<file path="config.mk">
export PLATFORM = sky130hd
export DESIGN_NAME = regfile_write_arbiter
export DESIGN_NICKNAME = d
export VERILOG_FILES = /design/src/rtl/regfile_write_arbiter_pkg.sv /design/src/rtl/regfile_write_arbiter_wr_req_fifo.sv /design/src/rtl/regfile_write_arbiter.sv
export SDC_FILE = /design/constraint.sdc
export NUM_CORES = 1
export LEC_CHECK = 0
export CAP_MARGIN = 20
export CORE_ASPECT_RATIO = 0.6
export CORE_MARGIN = 2
export CORE_UTILIZATION = 54
export DETAILED_ROUTE_END_ITERATION = 7
export MAX_ROUTING_LAYER = met4
export PLACE_DENSITY = 0.8
export SYNTH_ARGS = -nofsm -noshare
export SYNTH_HDL_FRONTEND = slang
export SYNTH_SLANG_ARGS = --single-unit
export TNS_END_PERCENT = 5
</file>
<file path="constraint.sdc">
create_clock -name clk -period 2.87 [get_ports clk]
set_input_delay 0.287 -clock clk [delete_from_list [all_inputs] [get_ports clk]]
set_output_delay 0.287 -clock clk [all_outputs]
set_load 0.005 [all_outputs]
</file>
<file path="src/rtl/regfile_write_arbiter_pkg.sv">
// regfile_write_arbiter_pkg: shared request type and source encodings for the regfile write arbiter
package regfile_write_arbiter_pkg;
  localparam int RF_ID_W = 5;
  typedef struct packed {
    logic [RF_ID_W-1:0] id;
    logic [31:0]        data;
  } regfile_wr_req_type;
  localparam logic WR_SRC_WB = 1'b0;
  localparam logic WR_SRC_LU = 1'b1;
endpackage

</file>
<file path="src/rtl/regfile_write_arbiter_wr_req_fifo.sv">
// wr_req_fifo: in-order queue of pending long-latency register writes
module wr_req_fifo
  import regfile_write_arbiter_pkg::*;
#(
  parameter int DEPTH = 4
) (
  input  logic                       clk,
  input  logic                       reset_n,
  input  logic                       push,
  input  logic                       pop,
  input  regfile_wr_req_type         din,
  output logic                       full,
  output logic                       empty,
  output logic [$clog2(DEPTH+1)-1:0] count,
  output regfile_wr_req_type         head
);
  localparam int AW = $clog2(DEPTH);
  localparam int CW = $clog2(DEPTH+1);
  logic [AW-1:0] wr_ptr, rd_ptr;
  regfile_wr_req_type mem [DEPTH];
  // power-of-two depth lets the pointers wrap naturally
  always_ff @(posedge clk or negedge reset_n) begin
    if (!reset_n) begin
      wr_ptr <= '0;
      rd_ptr <= '0;
      count  <= '0;
    end else begin
      if (push) wr_ptr <= wr_ptr + 1'b1;
      if (pop) rd_ptr <= rd_ptr + 1'b1;
      count <= count + CW'(push) - CW'(pop);
    end
  end
  always_ff @(posedge clk) begin
    if (push) mem[wr_ptr] <= din;
  end
  assign full  = count == CW'(DEPTH);
  assign empty = count == '0;
  assign head  = mem[rd_ptr];
endmodule

</file>
<file path="src/rtl/regfile_write_arbiter.sv">
// regfile_write_arbiter: shares the register-file write port between writeback and a long-latency unit
module regfile_write_arbiter
  import regfile_write_arbiter_pkg::*;
#(
  parameter int FIFO_DEPTH   = 4,
  parameter int STARVE_LIMIT = 3,
  parameter int REG_ID_W     = RF_ID_W
) (
  input  logic                            clk,
  input  logic                            reset_n,
  input  logic                            wb_valid,
  input  logic [REG_ID_W-1:0]             wb_id,
  input  logic [31:0]                     wb_data,
  output logic                            wb_stall,
  input  logic                            lu_valid,
  output logic                            lu_ready,
  input  logic [REG_ID_W-1:0]             lu_id,
  input  logic [31:0]                     lu_data,
  output logic                            write_en,
  output logic [REG_ID_W-1:0]             write_id,
  output logic [31:0]                     write_data,
  output logic                            write_src,
  output logic [$clog2(FIFO_DEPTH+1)-1:0] fifo_count
);
  localparam int SW = $clog2(STARVE_LIMIT+1);
  logic [SW-1:0] starve_cnt;
  logic full, empty, grant_lu, grant_wb;
  regfile_wr_req_type lu_req, head;
  assign lu_req   = '{id: lu_id, data: lu_data};
  assign grant_lu = !empty && (!wb_valid || starve_cnt == SW'(STARVE_LIMIT));
  assign grant_wb = wb_valid && !grant_lu;
  assign wb_stall = wb_valid && grant_lu;
  assign lu_ready = !full;
  wr_req_fifo #(.DEPTH(FIFO_DEPTH)) u_fifo (
    .clk    (clk),
    .reset_n(reset_n),
    .push   (lu_valid && lu_ready),
    .pop    (grant_lu),
    .din    (lu_req),
    .full   (full),
    .empty  (empty),
    .count  (fifo_count),
    .head   (head)
  );
  // x0 requests are consumed but never raise write_en
  always_ff @(posedge clk or negedge reset_n) begin
    if (!reset_n) begin
      write_en   <= 1'b0;
      write_id   <= '0;
      write_data <= '0;
      write_src  <= WR_SRC_WB;
      starve_cnt <= '0;
    end else begin
      write_en <= (grant_wb && wb_id != '0) || (grant_lu && head.id != '0);
      if (grant_lu) begin
        write_id   <= head.id;
        write_data <= head.data;
        write_src  <= WR_SRC_LU;
      end else if (grant_wb) begin
        write_id   <= wb_id;
        write_data <= wb_data;
        write_src  <= WR_SRC_WB;
      end
      starve_cnt <= (grant_lu || empty) ? '0 :
                    (grant_wb && starve_cnt != SW'(STARVE_LIMIT)) ? starve_cnt + 1'b1 : starve_cnt;
    end
  end
endmodule
</file>
==> impl_results.md <==
- Status: completed
- Antenna violations before repair: 1
- PortBufs: roughly 120
- Fin. Hold Viols: 0
- Hold Crit Class: input port to async pin
- CTS tree: built
- Worst-Skew Late Latency: between 400 and 500 ps
- Register area share after synthesis: 0.7222
- Via count: ~4700
- Final setup skew: 12.71 ps
- Launch point of the worst path: u_fifo.count[1]$_DFF_PN0_
- Finish-stage setup viols: 0
- P per Cell Area: roughly 980 nW/um^2
- Mapped Area: slightly below 8000 um^2
- Ys async rst share: 0.2449
- Root Driver: clkbuf_16
- Final min period: 2593 ps
- Worst EP arrival: about 2300 ps
- Register area: ~5600 um^2
- Grt peak-use layer: met2
- Core ar.: approximately 14000 um^2
- Clock Sink Count: 196
- Max-slew headroom: 0.5372
- Mapped Nets: approximately 540
- Vias/cell: approximately 5.9
- Routing usage on met2: 0.3615
- Multi-input gate area: ~2000 um^2
- Top cell type by total area after synthesis: edfxtp_1
- RSZ-0062 raised after global routing: no
- Total track usage: 0.2456
- Clk pin slew, worst setup/hold paths: 70 ps
- Pre-CTS WS: roughly 340 ps
- IO Pins: about 120
- Post-DP HPWL: ~11 mm
- Largest net degree at the start of global routing: slightly above 40
- Post-synth top flop: edfxtp_1
- Worst-path fanout max: 40
- P&R area growth vs syn: 26.66%
- Routability cong.: roughly 0.8
- Final nets: ~670
- Clk buf depth: 2
- Worst Tran Pin Value: 694.2 ps
- CP Capture Type: output port
- Fill cells: about 920
- Layout cells sized above 1: 0.1527
- Yosys top cell area share: 0.5685
- Worst Path Required: between 2000 and 3000 ps
- Worst setup SP type: flop
- Number of global-route vias before repair: just under 5000
- H-tree lvl count: 4
- Grt ovf: 0
- EDFF count, synth: 148
- Die span in y: ~97 um
- Period Utilization, post-route: 0.9034
- Final wirelength: roughly 17 mm
- Fin area: a little under 10000 um^2
- Site row count: 34
- Fmax: slightly below 0.4 GHz
- Cells after DPL: 761
- Number of cells upsized or downsized after cts: 0
- DRC Markers: 0
- Routed Antenna Nets: 0
- Final TNS setup: 0 ps
- Post-Layout Cell Count: between 700 and 800
- Mapped Cells: around 450
- Synth cell types: 30
- Main area contributors after synthesis: edfxtp_1 (57%), dfrtp_1 (15%), mux4_2 (9.2%)
- Number of buffers created by CTS: 17
- Worst setup margin: about 280 ps
- Worst vdd ir: about 0.44 mV
- Wire per inst: roughly 22 um
- FF-to-FF Start: starve_cnt[0]$_DFFE_PN0P_
- Drt pass-1 iters: 6
- Crit path kind: flop to output port
- DIE AREA: 15490 um^2
- Dpl cell area: between 9000 and 10000 um^2
- Initial core utilization: 0.5453
- Final Max Tran Viols: 0
- Leakage: ~3.5 nW
- 1st-iter DRT viols: 451
- Fin Hold WS: 250.0 ps
- Mean Syn Cell Area: between 15 and 20 um^2
- Pwr Total: roughly 10 mW
- Global-route wire length before repair: 27.19 mm
- Synth Register Bits: between 150 and 200
- Max cap viols: 0
- Core Util, Final: 0.6907
- YS warnings: 0
- Grt met3 use: 0.07640
- GR met1 Demand/Resource: 0.3408
- Width of the die: between 150 and 200 um
## final timing paths
kind	slack (ps)	to	depth (start not counted)
worst max-delay path	280	wb_stall	4
worst min-delay path	250	u_fifo.count[2]$_DFF_PN0_	2
worst max register to register	460	u_fifo.count[2]$_DFF_PN0_	9
worst min register to register	460	starve_cnt[0]$_DFFE_PN0P_	1
max in group asynchronous	2010	write_data[5]$_DFFE_PN0P_	3
min in group clk	460	write_id[1]$_DFFE_PN0P_	3
## what timing repair did
action                    CTS  global route
setup buffers               0             0
hold endpoints to repair    9             0
hold buffers                1             0
## sequential cells by signal, indices dropped and copies added, names as in the netlist
register / flops
write_id: 5
write_src: 1
write_data: 32
u_fifo.rd_ptr: 2
u_fifo.wr_ptr: 2
starve_cnt: 2
write_en: 1
u_fifo.count: 3
u_fifo.mem: 148
## cell usage after synthesis, drive strengths merged, types with 2 or more instances
master,number
edfxtp,148
a21o,2
nor3,2
buf,12
or4,2
ha,7
inv,7
o2bb2ai,5
xor2,2
xnor2,3
dfrtp,48
a22oi,32
a21oi,38
nand2,3
mux4,37
clkbuf,16
o21ai,34
nor2,11
and3,5
and2,34
## routing by layer
| metal | share of wire | up-vias |
|---|---|---|
| li1 | - | 2046 |
| met1 | 0.44 | 2398 |
| met2 | 0.46 | 215 |
| met3 | 0.082 | 17 |
| met4 | 0.0099 | 0 |
| met5 | 0 | - |
## power by group
part / leakage, nW / internal, mW / switching (mW)
Combinational: 1.26 / 1.71 / 1.56
Clock: 0.274 / 1.16 / 1.07
Sequential: 1.92 / 3.84 / 0.410
## worst max-delay path, stage by stage (launching register included)
cell and delay [ps]:
dfrtp_1 470, or3_1 400, buf_4 280, and3_1 250, clkdlybuf4s50_1 460
## layout by cell type, fill, tap and decap left out, types with 2 or more instances in the layout
| master | instances |
|---|---|
| a21o_1 | 2 |
| a21oi_1 | 37 |
| a22oi_1 | 32 |
| and2_1 | 34 |
| and3_2 | 4 |
| buf_12 | 3 |
| buf_4 | 14 |
| clkbuf_16 | 17 |
| clkdlybuf4s50_1 | 120 |
| clkinv_4 | 4 |
| dfrtp_1 | 46 |
| dfrtp_2 | 2 |
| edfxtp_1 | 148 |
| ha_1 | 6 |
| inv_1 | 7 |
| inv_6 | 5 |
| inv_8 | 2 |
| mux4_1 | 5 |
| mux4_2 | 32 |
| nand2_1 | 3 |
| nor2_1 | 11 |
| o21ai_0 | 30 |
| o21ai_1 | 4 |
| o2bb2ai_1 | 5 |
| or4_1 | 2 |
| xnor2_1 | 3 |
| xor2_1 | 2 |
## area by class of cell
class | count | area share
repair buffers | 139 | 0.1395
clock inverters | 14 | 0.01188
clock buffers | 18 | 0.04435
well taps | 198 | 0.02502
multi-input cells | 222 | 0.2060
flip-flops and latches | 196 | 0.5704
diodes | 1 | 0.0002527
inverters | 7 | 0.002654
## kinds of logic after synthesis
family / share of synthesized area
buf+inv: 0.02001
flops: 0.7222
mux: 0.1104
xor+xnor: 0.005603
fa+ha+maj: 0.01376
simple gates: 0.04369
compound gates: 0.08435
No activity file was read; power rests on OpenSTA's default activity.
